File: src/rtl/if_fetch_stage_if.sv
// Instruction-memory fetch bus between the IF stage and instruction memory.
//
// One request may be in flight. A request is accepted on a cycle where
// imem_req_o and imem_ready_i are both high. Its response arrives later as a
// single-cycle imem_rvalid_i pulse with the instruction on imem_rdata_i.
//
// Signals
//   imem_req_o     fetch request valid            (fetch -> memory)
//   imem_addr_o    word-aligned fetch address     (fetch -> memory)
//   imem_ready_i   memory accepts request         (memory -> fetch)
//   imem_rvalid_i  response valid                 (memory -> fetch)
//   imem_rdata_i   response instruction word      (memory -> fetch)
//
// Modports
//   master  used by the fetch stage
//   slave   used by the instruction memory
interface if_fetch_stage_if;
  logic        imem_req_o;
  logic [31:0] imem_addr_o;
  logic        imem_ready_i;
  logic        imem_rvalid_i;
  logic [31:0] imem_rdata_i;

  modport master (
    output imem_req_o,
    output imem_addr_o,
    input  imem_ready_i,
    input  imem_rvalid_i,
    input  imem_rdata_i
  );

  modport slave (
    input  imem_req_o,
    input  imem_addr_o,
    output imem_ready_i,
    output imem_rvalid_i,
    output imem_rdata_i
  );
endinterface

File: src/rtl/if_fetch_stage.sv
// Instruction-fetch stage and IF/ID pipeline register of the RV32IM core.
//
// Owns the fetch PC (PC_F) and fetches from instruction memory over the
// imem bus with at most one request outstanding. Fetched words are loaded
// into the IF/ID register (PC_D / instruction_D / valid_D) for decode.
// A word that arrives while decode is stalled is parked in a one-entry
// buffer. Redirects from decode flush IF/ID and drop any response that
// belongs to the old path. An ebreak in decode stops fetching until reset.
//
// Parameters
//   RESET_PC       PC_F value after reset
//   NOP_INSN       instruction_D value while the IF/ID slot is empty
//
// Ports
//   clk            clock, all state updates on the rising edge
//   rst            synchronous reset, active low
//   StallD         hold IF/ID register and PC_F
//   PCnew_D        taken branch/jump resolved in decode
//   PCin1_D        redirect target (low two bits ignored)
//   ebreak_D       ebreak in decode, halt fetching
//   imem           instruction-memory bus (master side)
//   PC_D           IF/ID: PC of instruction_D
//   instruction_D  IF/ID: instruction for decode
//   valid_D        IF/ID slot holds a real instruction
module if_fetch_stage #(
  parameter logic [31:0] RESET_PC = 32'h0000_0000,
  parameter logic [31:0] NOP_INSN = 32'h0000_0013
) (
  input  logic                    clk,
  input  logic                    rst,
  input  logic                    StallD,
  input  logic                    PCnew_D,
  input  logic [31:0]             PCin1_D,
  input  logic                    ebreak_D,
  if_fetch_stage_if.master        imem,
  output logic [31:0]             PC_D,
  output logic [31:0]             instruction_D,
  output logic                    valid_D
);

  typedef enum logic [1:0] {
    IDLE = 2'd0,
    WAIT = 2'd1,
    HELD = 2'd2,
    HALT = 2'd3
  } state_t;

  state_t      state_q,    state_d;
  logic [31:0] pc_f_q,     pc_f_d;
  logic        kill_q,     kill_d;
  logic        drain_q,    drain_d;
  logic [31:0] buf_pc_q,   buf_pc_d;
  logic [31:0] buf_insn_q, buf_insn_d;
  logic [31:0] pc_d_q,     pc_d_d;
  logic [31:0] insn_d_q,   insn_d_d;
  logic        valid_d_q,  valid_d_d;

  logic        req_c;
  logic [31:0] addr_c;
  logic        redirect;
  logic        halt_go;
  logic [31:0] target;
  logic [31:0] pc_next;

  // ebreak outranks a redirect in the same cycle; both are ignored while
  // decode is stalled.
  assign halt_go  = ebreak_D & ~StallD;
  assign redirect = PCnew_D & ~StallD & ~ebreak_D;
  assign target   = PCin1_D & ~32'd3;
  assign pc_next  = pc_f_q + 32'd4;

  // State register, fetch PC, kill/drain flags, stall buffer and IF/ID.
  always_ff @(posedge clk) begin
    if (!rst) begin
      state_q    <= IDLE;
      pc_f_q     <= RESET_PC;
      kill_q     <= 1'b0;
      drain_q    <= 1'b0;
      buf_pc_q   <= 32'h0;
      buf_insn_q <= 32'h0;
      pc_d_q     <= 32'h0;
      insn_d_q   <= NOP_INSN;
      valid_d_q  <= 1'b0;
    end else begin
      state_q    <= state_d;
      pc_f_q     <= pc_f_d;
      kill_q     <= kill_d;
      drain_q    <= drain_d;
      buf_pc_q   <= buf_pc_d;
      buf_insn_q <= buf_insn_d;
      pc_d_q     <= pc_d_d;
      insn_d_q   <= insn_d_d;
      valid_d_q  <= valid_d_d;
    end
  end

  // Next-state and request logic.
  // When decode is not stalled it consumes the IF/ID slot every cycle, so
  // the slot becomes a bubble unless a new word is loaded into it. That same
  // default also performs the flush for redirects and ebreak.
  // kill marks an outstanding request whose response belongs to a path that
  // was redirected away; drain marks one that must be absorbed before HALT.
  always_comb begin
    state_d    = state_q;
    pc_f_d     = pc_f_q;
    kill_d     = kill_q;
    drain_d    = drain_q;
    buf_pc_d   = buf_pc_q;
    buf_insn_d = buf_insn_q;
    pc_d_d     = pc_d_q;
    insn_d_d   = insn_d_q;
    valid_d_d  = valid_d_q;
    req_c      = 1'b0;
    addr_c     = pc_f_q;

    if (!StallD) begin
      insn_d_d  = NOP_INSN;
      valid_d_d = 1'b0;
    end

    case (state_q)
      IDLE: begin
        if (halt_go) begin
          state_d = HALT;
        end else if (redirect) begin
          pc_f_d = target;
        end else begin
          req_c = 1'b1;
          if (imem.imem_ready_i) state_d = WAIT;
        end
      end

      WAIT: begin
        if (drain_q) begin
          if (imem.imem_rvalid_i) begin
            state_d = HALT;
            drain_d = 1'b0;
            kill_d  = 1'b0;
          end
        end else if (halt_go) begin
          kill_d = 1'b0;
          if (imem.imem_rvalid_i) state_d = HALT;
          else                    drain_d = 1'b1;
        end else if (redirect) begin
          pc_f_d = target;
          if (imem.imem_rvalid_i) begin
            state_d = IDLE;
            kill_d  = 1'b0;
          end else begin
            kill_d  = 1'b1;
          end
        end else if (imem.imem_rvalid_i) begin
          if (kill_q) begin
            kill_d  = 1'b0;
            state_d = IDLE;
          end else if (StallD) begin
            buf_pc_d   = pc_f_q;
            buf_insn_d = imem.imem_rdata_i;
            state_d    = HELD;
          end else begin
            // Load IF/ID and issue the next fetch in the same cycle so a
            // single-cycle memory sustains one instruction per clock.
            pc_d_d    = pc_f_q;
            insn_d_d  = imem.imem_rdata_i;
            valid_d_d = 1'b1;
            pc_f_d    = pc_next;
            req_c     = 1'b1;
            addr_c    = pc_next;
            state_d   = imem.imem_ready_i ? WAIT : IDLE;
          end
        end
      end

      HELD: begin
        if (halt_go) begin
          state_d = HALT;
        end else if (redirect) begin
          pc_f_d  = target;
          state_d = IDLE;
        end else if (!StallD) begin
          pc_d_d    = buf_pc_q;
          insn_d_d  = buf_insn_q;
          valid_d_d = 1'b1;
          pc_f_d    = buf_pc_q + 32'd4;
          state_d   = IDLE;
        end
      end

      HALT: begin
        insn_d_d  = NOP_INSN;
        valid_d_d = 1'b0;
      end

      default: begin
        state_d = IDLE;
      end
    endcase
  end

  // No request may escape during the reset cycle, whatever the state.
  assign imem.imem_req_o  = req_c & rst;
  assign imem.imem_addr_o = addr_c;

  assign PC_D          = pc_d_q;
  assign instruction_D = insn_d_q;
  assign valid_D       = valid_d_q;

endmodule
File: src/flat_wrapper.sv
// flat-port wrapper written by rule: the top's interface ports become plain ports
module if_fetch_stage_flat 
#(
  parameter logic [31:0] RESET_PC = 32'h0000_0000,
  parameter logic [31:0] NOP_INSN = 32'h0000_0013
)
  (clk, rst, StallD, PCnew_D, PCin1_D, ebreak_D, PC_D, instruction_D, valid_D, imem_imem_req_o, imem_imem_addr_o, imem_imem_ready_i, imem_imem_rvalid_i, imem_imem_rdata_i);
  if_fetch_stage_if imem_i ();
  input  logic clk;
  input  logic rst;
  input  logic StallD;
  input  logic PCnew_D;
  input  logic [31:0] PCin1_D;
  input  logic ebreak_D;
  output logic [31:0] PC_D;
  output logic [31:0] instruction_D;
  output logic valid_D;
  output wire logic [$bits(imem_i.imem_req_o)-1:0] imem_imem_req_o;
  output wire logic [$bits(imem_i.imem_addr_o)-1:0] imem_imem_addr_o;
  input wire logic [$bits(imem_i.imem_ready_i)-1:0] imem_imem_ready_i;
  input wire logic [$bits(imem_i.imem_rvalid_i)-1:0] imem_imem_rvalid_i;
  input wire logic [$bits(imem_i.imem_rdata_i)-1:0] imem_imem_rdata_i;
  assign imem_imem_req_o = imem_i.imem_req_o;
  assign imem_imem_addr_o = imem_i.imem_addr_o;
  assign imem_i.imem_ready_i = imem_imem_ready_i;
  assign imem_i.imem_rvalid_i = imem_imem_rvalid_i;
  assign imem_i.imem_rdata_i = imem_imem_rdata_i;
  if_fetch_stage #(.RESET_PC(RESET_PC), .NOP_INSN(NOP_INSN)) u_core (.clk(clk), .rst(rst), .StallD(StallD), .PCnew_D(PCnew_D), .PCin1_D(PCin1_D), .ebreak_D(ebreak_D), .imem(imem_i), .PC_D(PC_D), .instruction_D(instruction_D), .valid_D(valid_D));
endmodule
File: config.mk
export PLATFORM = sky130hd
export DESIGN_NAME = if_fetch_stage_flat
export DESIGN_NICKNAME = d
export VERILOG_FILES = /design/src/rtl/if_fetch_stage_if.sv /design/src/rtl/if_fetch_stage.sv /design/src/flat_wrapper.sv
export SDC_FILE = /design/constraint.sdc
export NUM_CORES = 1
export LEC_CHECK = 0
export CAP_MARGIN = 5
export CORE_MARGIN = 3
export CORE_UTILIZATION = 27
export DETAILED_ROUTE_END_ITERATION = 16
export PLACE_DENSITY_LB_ADDON = 0.2
export SLEW_MARGIN = 20
export SYNTH_ARGS = -nofsm -noshare
export SYNTH_HDL_FRONTEND = slang
export SYNTH_SLANG_ARGS = --single-unit
File: constraint.sdc
create_clock -name clk -period 3.5 [get_ports clk]
set_input_delay 0.35 -clock clk [delete_from_list [all_inputs] [get_ports clk]]
set_output_delay 0.35 -clock clk [all_outputs]
set_load 0.005 [all_outputs]
==> metrics, run 1 <==
outcome=completed; Post-synth EDFFs=0; met2 Use GR=0.2986; VDD IR-drop max=roughly 380 uV; Synth Cell Area=about 9400 sq um; Synth Area per Inst=roughly 7.7 sq um; layout cells sized above 1=0.09708; via density per instance=just over 5; site row count=67; P per Cell Area=between 600 and 700 nW/um^2; Fin. Hold Viols=0; DR iter-0 viols=around 740; Leakage=0.004032 uW; CTS tree=built; sw frac=0.4076; top_reg_cell synth=dfxtp_1; drt drc=0; Initial Util=0.2779; cell with the most instances after synthesis=nand2_1; class of the worst hold path=in2reg; Total Routing Usage GR=0.1844; worst-margin pin slew=around 1 ns; first-pass GRT wire length=52.97 mm; area of the die=~37000 sq um; initial antenna violation count=1; DR WL/cell=about 19 microns; sequential area share after synthesis=0.3501; total power=approximately 7700 uW; Slowest-stage cell, CP=clkdlybuf4s50_1; number of port buffers=between 150 and 200; grt met1 use=0.2448; busiest grt layer=met2; CP Depth=7; post-detail-place hpwl=about 24 mm; clk sinks=roughly 170; top cells by instance count after synthesis=nand2_1 (229), dfxtp_1 (165), a21oi_1 (95); worst skew pair latency=roughly 0.44 ns; cells along the critical path=nand3_2, nor4_4, and3_1, nand4_1, nor2_1, xor2_1, clkdlybuf4s50_1; synth warn=0; vias in the first global route=9013; worst-path maximum fanout=6; GPL Wtd Cong=around 0.86; max-slew violations=0; Yosys reg bits=around 170; clock skew=approximately 0.016 ns; WHS=0.4192 ns; largest net degree at the start of global routing=66; Cells after Synth=1225; Worst Setup Start Kind=flop; setup TNS=0 ns; nets=approximately 1400; Hold Crit Depth=2; Clock power frac=0.242; Netlist cell types=74; Overflow after GRT=0; Max Fclk=between 300 and 400 MHz; Gate power share=0.450; number of vias in the routed layout=approximately 9400; Clk pin slew, worst setup/hold paths=roughly 0.070 ns; clock root cell=clkbuf_16; final WL=between 30 and 40 mm; TritonCTS Buffers=17; Initial DRT Pass Iterations=7; Slew Limit Headroom=0.3526; core region area=33950 sq um; Area Overhead vs Synth=29.72%; Bufs and invs on worst path=1; sequential power share=0.308; clk buf depth=2; Synth area leaders=dfxtp_1 (35%), nand2_1 (9.1%), a21oi_1 (5.0%), xnor2_1 (4.6%), o21ai_0 (4.2%); setup bufs post-CTS=0; cell taking the most area after synthesis=dfxtp_1; H-Tree Depth=4; # IOs=~170; crit path capture type=output port; Req. time, crit path=between 3 and 4 ns; final worst path period need=around 3.3 ns; final core utilization=0.3605; setup repair after global routing missed its margin=false; critical path's largest stage delay=0.52 ns; met3 usage=0.04868; DIE WIDTH=just under 200 microns; share of the synthesized area in the top cell type=0.3501; ys async rst share=0; Post-Syn Nets=between 1000 and 1500; die height=slightly below 200 microns; Final Setup Violations=0; max-cap violations=0; Final ANT Viol Nets=0; Worst Path Arrival=slightly below 3 ns; Pint=~4600 uW; worst reg2reg path depth=9; fin crit share=0.9491; switching power=3156 uW; CP top delay family=simple AND/OR/NAND/NOR gates; WS Path Type=reg2out
==> metrics by stage <==
step / cell area [sq um] / setup slack [ns] / std cells
finish: 12240 / 0.1780 / 1819
global route: 12240 / 0.003499 / 1818
CTS: 12220 / 0.01341 / 1818
detailed placement: 11650 / 0.2439 / 1786
global placement: 11650 / 0.2531 / 1786
floorplan: 9434 / 1.319 / 1225
==> power groups by stage <==
stage          Sequential (uW)  Combinational, uW  Clock [uW]
4_1_cts                   2380               3510        1930
2_1_floorplan             2320               2130           0
5_1_grt                   2420               3830        1990
3_5_place_dp              2420               3500           0
6_report                  2380               3480        1880
3_3_place_gp              2420               3460           0
==> cells by family after synthesis <==
group | count (synthesis) | synth area share
AO/OA/AOI/OAI | 327 | 0.2183
XOR/XNOR | 76 | 0.07056
adder cells (fa/ha/maj) | 6 | 0.007957
buffers and inverters | 133 | 0.06485
flip-flops | 165 | 0.3501
multiplexers | 33 | 0.03515
AND/OR/NAND/NOR | 485 | 0.2531
==> per-layer routing <==
metal  routed length (microns)  share of wire
met4                       552          0.016
met3                      2783          0.080
met1                     15380           0.44
met5                         9        0.00026
met2                     15880           0.46
==> sequential cells by signal (all words and copies together) (netlist names) <==
signal / flops
u_core.PC_D: 32
u_core.buf_insn_q: 32
u_core.buf_pc_q: 32
u_core.instruction_D: 32
u_core.pc_f_q: 32
u_core.state_q: 2
u_core.drain_q: 1
u_core.kill_q: 1
u_core.valid_D: 1
==> area by class of cell <==
| class | instances | area, sq um |
|---|---|---|
| antenna | 1 | 2.502 |
| clock buffer | 19 | 442.9 |
| clock inverter | 13 | 121.4 |
| sequential | 165 | 3304 |
| timing repair buffer | 233 | 2197 |
| inverter | 13 | 50.05 |
| multi-input combinational | 927 | 5559 |
| tap | 448 | 560.5 |
| fill | 3604 | 21710 |
==> path summary, 6_finish.rpt <==
| path | startpoint | endpoint | slack [ns] |
|---|---|---|---|
| max | u_core.pc_f_q[15] | imem_imem_addr_o[27] | 0.18 |
| min | rst | u_core.instruction_D[11] | 0.42 |
| max reg2reg | u_core.state_q[1] | u_core.buf_insn_q[25] | 0.63 |
| min reg2reg | u_core.buf_insn_q[4] | u_core.buf_insn_q[4] | 0.45 |
==> cells in the final DEF, fill, tap and decap left out, types with 5 or more instances in the layout <==
cell type	instances
a2111oi_0	5
a211oi_1	45
a21oi_1	95
a221oi_1	6
a22oi_1	33
a31oi_1	12
and2_1	32
and3_1	12
and4_1	6
buf_4	64
clkbuf_16	17
clkdlybuf4s50_1	165
dfxtp_1	164
ha_1	5
inv_1	10
inv_6	5
mux2i_1	32
nand2_1	228
nand3_1	37
nand4_1	25
nor2_1	76
nor3_1	17
nor4_1	5
o211ai_1	7
o21ai_0	80
or3_1	7
xnor2_1	50
xor2_1	26
==> repair_timing <==
action                     CTS  global route
gates resized for setup      0             4
hold buffers                 0             0
setup endpoints to repair    0             4
Note: power is estimated with default switching activity, not from simulation.
==> run 2: changes to the inputs <==
--- a/config.mk
+++ b/config.mk
@@ -10,6 +10,7 @@
 export CORE_UTILIZATION = 27
 export DETAILED_ROUTE_END_ITERATION = 16
 export PLACE_DENSITY_LB_ADDON = 0.2
+export SKIP_LAST_GASP = 1
 export SLEW_MARGIN = 20
 export SYNTH_ARGS = -nofsm -noshare
 export SYNTH_HDL_FRONTEND = slang
==> run 2 against run 1 <==
  * Global-route usage is the same
  * Final cell count is the same
  * Setup slack lost 0.023 ns
  * Die area is the same
  * Routed wire length is essentially flat
  * Combinational power is essentially flat
  * Core utilization is the same
  * Fmax shrank 0.68%
  * Largest power group unchanged
==> metrics, run 2 (synthesized netlist as in run 1, its figures left out) <==
core region area=33950 sq um (unchanged); vias in the first global route=9013 (unchanged); CTS tree=built (unchanged); total power=7743 uW (was 7744 uW); hold endpoint=u_core.instruction_D[11] (unchanged); clk sinks=165 (unchanged); TritonCTS Buffers=17 (unchanged); layout cells sized above 1=0.09708 (unchanged); fin crit share=0.9556 (was 0.9491); clk buf depth=2 (unchanged); Total Routing Usage GR=0.1844 (unchanged); P per Cell Area=632.7 nW/um^2 (about the same); setup TNS=0 ns (unchanged); Area after DPL=11650 sq um (unchanged); final worst path period need=3.345 ns (was 3.322 ns); worst-path maximum fanout=6 (unchanged); Initial DRT Pass Iterations=8 (was 7); class of the worst hold path=in2reg (unchanged); Max Fclk=299.0 MHz (was 301.0 MHz); nets=1434 (unchanged); Leakage=0.004032 uW (unchanged); # IOs=169 (unchanged); outcome=completed (unchanged); cells along the critical path=nand3_2, nor4_4, and3_1, nand4_1, nor2_1, xor2_1, clkdlybuf4s50_1 (unchanged); Slowest-stage cell, CP=clkdlybuf4s50_1 (unchanged); initial antenna violation count=1 (unchanged); clock skew=0.01589 ns (was 0.01628 ns); setup repair after global routing missed its margin=true (was false); Fin. Hold Viols=0 (unchanged); site row count=67 (unchanged); H-Tree Depth=4 (unchanged); Final ANT Viol Nets=0 (unchanged); most frequent cells in the layout=nand2_1 (228), clkdlybuf4s50_1 (165), dfxtp_1 (164) (unchanged); clock root cell=clkbuf_16 (unchanged); fill count=3604 (unchanged); max-slew violations=0 (unchanged); Area Overhead vs Synth=29.72% (unchanged); number of port buffers=166 (unchanged); number of vias in the routed layout=9446 (was 9447); first-pass GRT wire length=52.97 mm (unchanged); WHS=0.4180 ns (was 0.4192 ns); Clk pin slew, worst setup/hold paths=0.07 ns (about the same); Worst Path Arrival=2.99 ns (was 2.97 ns); worst-margin pin slew=0.9687 ns (was 0.9710 ns); critical path's largest stage delay=0.52 ns (about the same); final WL=34.58 mm (was 34.61 mm); die height=192.9 microns (unchanged); GPL Wtd Cong=0.8577 (unchanged); DR iter-0 viols=691 (was 735); hold path start=rst (unchanged); most common cell after layout, fill and taps aside=nand2_1 (unchanged); Req. time, crit path=3.15 ns (about the same); post-route design area=12240 sq um (unchanged); Initial Util=0.2779 (unchanged); area of the die=37220 sq um (unchanged); Hold Crit Depth=2 (unchanged); reg2reg end=u_core.buf_insn_q[25] (unchanged); via density per instance=5.193 (was 5.194); Final Setup Violations=0 (unchanged); post-detail-place hpwl=24.19 mm (unchanged); DR WL/cell=19.01 microns (was 19.02 microns); Register Area=3304 sq um (unchanged); drt drc=0 (unchanged); worst skew pair latency=0.44 ns (about the same); Slew Limit Headroom=0.3542 (was 0.3526); Worst Setup Start Kind=flop (unchanged); worst reg2reg path depth=9 (unchanged); Overflow after GRT=0 (unchanged); R2R setup slack=0.64 ns (was 0.63 ns); WS Path Type=reg2out (unchanged); R2R Path Start=u_core.state_q[1] (unchanged); largest net degree at the start of global routing=66 (unchanged); Multi-input gate area=5559 sq um (unchanged); hold buffer count at CTS=0 (unchanged); DIE WIDTH=192.9 microns (unchanged); crit path capture type=output port (unchanged); max-cap violations=0 (unchanged); VDD IR-drop max=385.1 uV (was 383.3 uV)
[run 2: metrics by stage]
stage / utilization / instances / worst slack [ns]
after floorplan: - / 1225 / 1.319
after global placement: 0.3432 / 1786 / 0.2531
after detailed placement: 0.3432 / 1786 / 0.2439
after CTS: 0.3598 / 1818 / 0.01341
after global routing: 0.3604 / 1818 / -0.01590
final: 0.3605 / 1819 / 0.1552
[run 2: critical path: cells and delay by family, from the launching register on]
kind	cells	cell delay, ns
flip-flops	1	0.50
XOR/XNOR	1	0.18
AND/OR/NAND/NOR	5	1.36
buffers and inverters	1	0.52
[run 2: worst max path at each step]
stage / from / to / slack, ns / depth (start not counted)
2_1_floorplan: u_core.state_q[1] / imem_imem_addr_o[20] / 1.32 / 8
5_1_grt: u_core.pc_f_q[5] / imem_imem_addr_o[27] / -0.02 / 7
3_5_place_dp: StallD / imem_imem_addr_o[28] / 0.24 / 8
4_1_cts: u_core.pc_f_q[15] / imem_imem_addr_o[27] / 0.01 / 7
3_3_place_gp: StallD / imem_imem_addr_o[28] / 0.25 / 8
6_report: u_core.pc_f_q[15] / imem_imem_addr_o[27] / 0.16 / 7
[run 2: final cells by class]
| class | instances | area share |
|---|---|---|
| Inverter | 13 | 0.004090 |
| Clock inverter | 13 | 0.009917 |
| Sequential cell | 165 | 0.2700 |
| Multi-Input combinational cell | 927 | 0.4542 |
| Timing Repair Buffer | 233 | 0.1795 |
| Tap cell | 448 | 0.04580 |
| Antenna cell | 1 | 0.0002045 |
| Clock buffer | 19 | 0.03619 |
[run 2: repair_timing]
action,CTS,global route
hold endpoints to repair,0,0
endpoints found under the setup margin,0,4
buffers inserted,0,0
gates resized for setup,0,4
[run 2: where the power goes]
group | switching (uW) | internal, uW
logic | 2060 | 1420
registers | 228 | 2160
clock network | 867 | 1010
[run 2: layer usage]
metal  vias up  part of all wire  GRT usage
met2       308              0.46     0.2986
met4         2             0.016    0.04673
met1      4524              0.45     0.2448
li1       4580                 -          -
met5         -           0.00026          0
met3        32             0.078    0.04868
==> run 3: changes to the inputs <==
--- a/config.mk
+++ b/config.mk
@@ -6,6 +6,8 @@
 export NUM_CORES = 1
 export LEC_CHECK = 0
 export CAP_MARGIN = 5
+export CELL_PAD_IN_SITES_DETAIL_PLACEMENT = 1
+export CELL_PAD_IN_SITES_GLOBAL_PLACEMENT = 1
 export CORE_MARGIN = 3
 export CORE_UTILIZATION = 27
 export DETAILED_ROUTE_END_ITERATION = 16
==> run 3 against run 2 <==
  * Global-route usage is 1.5 points higher
  * Sequential power is essentially flat
  * First-iteration DRC count decreased by 28%
  * Sequential cell count is the same
  * Hold slack lost 0.0088 ns
  * Die area did not move
  * Critical path depth rose by 1
  * Clock skew fell by 0.0017 ns
  * Setup slack worse by 0.015 ns
  * Non-clock buffer count is 8 higher
  * Routed wire length grew 7.4%
  * Critical endpoint is now imem_imem_addr_o[26]
  * Highest routed layer is now met4
==> metrics, run 3 (synthesized netlist as in run 1, its figures left out) <==
outcome=completed (unchanged); max-slew violations=0 (unchanged); core region area=33950 sq um (unchanged); # IOs=169 (unchanged); Overflow after GRT=0 (unchanged); worst skew pair latency=0.45 ns (was 0.44 ns); number of diodes=0 (was 1); class of the worst hold path=in2reg (unchanged); WS Path Type=reg2out (unchanged); vias in the first global route=9738 (was 9013); sequential power share=0.303 (was 0.308); nets=1442 (was 1434); largest net degree at the start of global routing=65 (was 66); Initial Util=0.2779 (unchanged); clock skew=0.01418 ns (was 0.01589 ns); Final ANT Viol Nets=0 (unchanged); Total Routing Usage GR=0.1999 (was 0.1844); fin crit share=0.9600 (was 0.9556); initial antenna violation count=0 (was 1); DR iter-0 viols=500 (was 691); Slew Limit Headroom=0.4668 (was 0.3542); Post-Place Worst Slack=0.2888 ns (was 0.2439 ns); clk buf depth=2 (unchanged); max-cap violations=0 (unchanged); clk sinks=165 (unchanged); drt drc=0 (unchanged); VDD IR-drop max=341.9 uV (was 385.1 uV); R2R setup slack=0.58 ns (was 0.64 ns); most common cell after layout, fill and taps aside=nand2_1 (unchanged); number of vias in the routed layout=9577 (was 9446); Fin. Hold Viols=0 (unchanged); Req. time, crit path=3.15 ns (about the same); total power=7891 uW (was 7743 uW); CTS tree=built (unchanged); fill count=4056 (was 3604); Clk pin slew, worst setup/hold paths=0.07 ns (about the same); Initial DRT Pass Iterations=6 (was 8); DIE WIDTH=192.9 microns (unchanged); worst setup margin=0.1401 ns (was 0.1552 ns); Leakage=0.004053 uW (was 0.004032 uW); via density per instance=5.245 (was 5.193); worst-margin pin slew=0.7969 ns (was 0.9687 ns); hold path start=rst (unchanged); layout cells sized above 1=0.1030 (was 0.09708); die height=192.9 microns (unchanged); area of the die=37220 sq um (unchanged); post-detail-place hpwl=26.09 mm (was 24.19 mm); first-pass GRT wire length=57.15 mm (was 52.97 mm); Worst Path Arrival=3.01 ns (was 2.99 ns); GPL Wtd Cong=0.8449 (was 0.8577); Area Overhead vs Synth=30.46% (was 29.72%); most frequent cells in the layout=nand2_1 (228), clkdlybuf4s50_1 (165), dfxtp_1 (164) (unchanged); reg2reg end=u_core.pc_f_q[26] (was u_core.buf_insn_q[25]); Gate power share=0.455 (was 0.450); final WL=37.12 mm (was 34.58 mm); TritonCTS Buffers=17 (unchanged); hold endpoint=u_core.instruction_D[17] (was u_core.instruction_D[11]); Worst Setup Start Kind=flop (unchanged); worst-path maximum fanout=9 (was 6); H-Tree Depth=4 (unchanged); worst reg2reg path depth=7 (was 9); clock root cell=clkbuf_16 (unchanged); sw frac=0.4137 (was 0.4076); number of port buffers=166 (unchanged); crit path capture type=output port (unchanged); site row count=67 (unchanged); switching power=3265 uW (was 3156 uW); setup TNS=0 ns (unchanged); P per Cell Area=641.1 nW/um^2 (was 632.7 nW/um^2); DR WL/cell=20.33 microns (was 19.01 microns); Clock power frac=0.242 (about the same); Max Fclk=297.6 MHz (was 299.0 MHz); R2R Path Start=u_core.state_q[1] (unchanged); final worst path period need=3.360 ns (was 3.345 ns); setup repair after global routing missed its margin=false (was true); Pint=4626 uW (was 4587 uW); Hold Crit Depth=2 (unchanged); Final Setup Violations=0 (unchanged)
## run 3: worst max-delay path by stage
stage	from	to	cells after the start
floorplan	u_core.state_q[1]	imem_imem_addr_o[20]	8
global placement	StallD	imem_imem_addr_o[28]	8
detailed placement	StallD	imem_imem_addr_o[28]	8
CTS	u_core.pc_f_q[3]	imem_imem_addr_o[28]	8
global route	u_core.state_q[1]	imem_imem_addr_o[26]	8
finish	u_core.state_q[1]	imem_imem_addr_o[26]	8
## run 3: routing by layer
layer,vias up,wire length (microns),GRT usage
li1,4608,-,-
met1,4733,17040,0.2639
met2,218,17760,0.3367
met3,18,1941,0.04596
met4,0,388,0.03811
met5,-,0,0
## run 3: worst max-delay path: stages (launching register included)
cell and delay, ns:
dfxtp_1 0.37, inv_1 0.10, ha_1 0.18, inv_2 0.12, or3_1 0.54, nor3_1 0.30
nand3_1 0.13, xnor2_1 0.26, clkdlybuf4s50_1 0.55
## run 3: power groups by stage
stage	Combinational, uW	Clock, uW	Sequential, uW
after floorplan	2130	0	2320
after global placement	3560	0	2420
after detailed placement	3610	0	2430
after CTS	3630	1980	2390
after global routing	3950	2060	2430
final	3590	1910	2390
## run 3: cell type report
| class | count | area (sq um) | share of cell area |
|---|---|---|---|
| clock inverters | 14 | 142.6 | 0.01159 |
| inverters | 13 | 50.05 | 0.004066 |
| multi-input cells | 927 | 5552 | 0.4511 |
| flip-flops and latches | 165 | 3304 | 0.2685 |
| well taps | 448 | 560.5 | 0.04554 |
| clock buffers | 18 | 429.2 | 0.03487 |
| repair buffers | 241 | 2270 | 0.1844 |
## run 3: timing repair
action | CTS | global route
endpoints found under the setup margin | 0 | 7
resized for setup | 0 | 3
buffers inserted | 0 | 2
hold buffers | 0 | 0
## run 3: through the flow
step | instance area (sq um) | std cells | hold slack [ns] | utilization
after floorplan | 9434 | 1225 | 0.4332 | -
after global placement | 11710 | 1792 | 0.4418 | 0.3449
after detailed placement | 11710 | 1792 | 0.4510 | 0.3449
after CTS | 12280 | 1824 | 0.4018 | 0.3617
after global routing | 12310 | 1826 | 0.4305 | 0.3625
final | 12310 | 1826 | 0.4092 | 0.3625
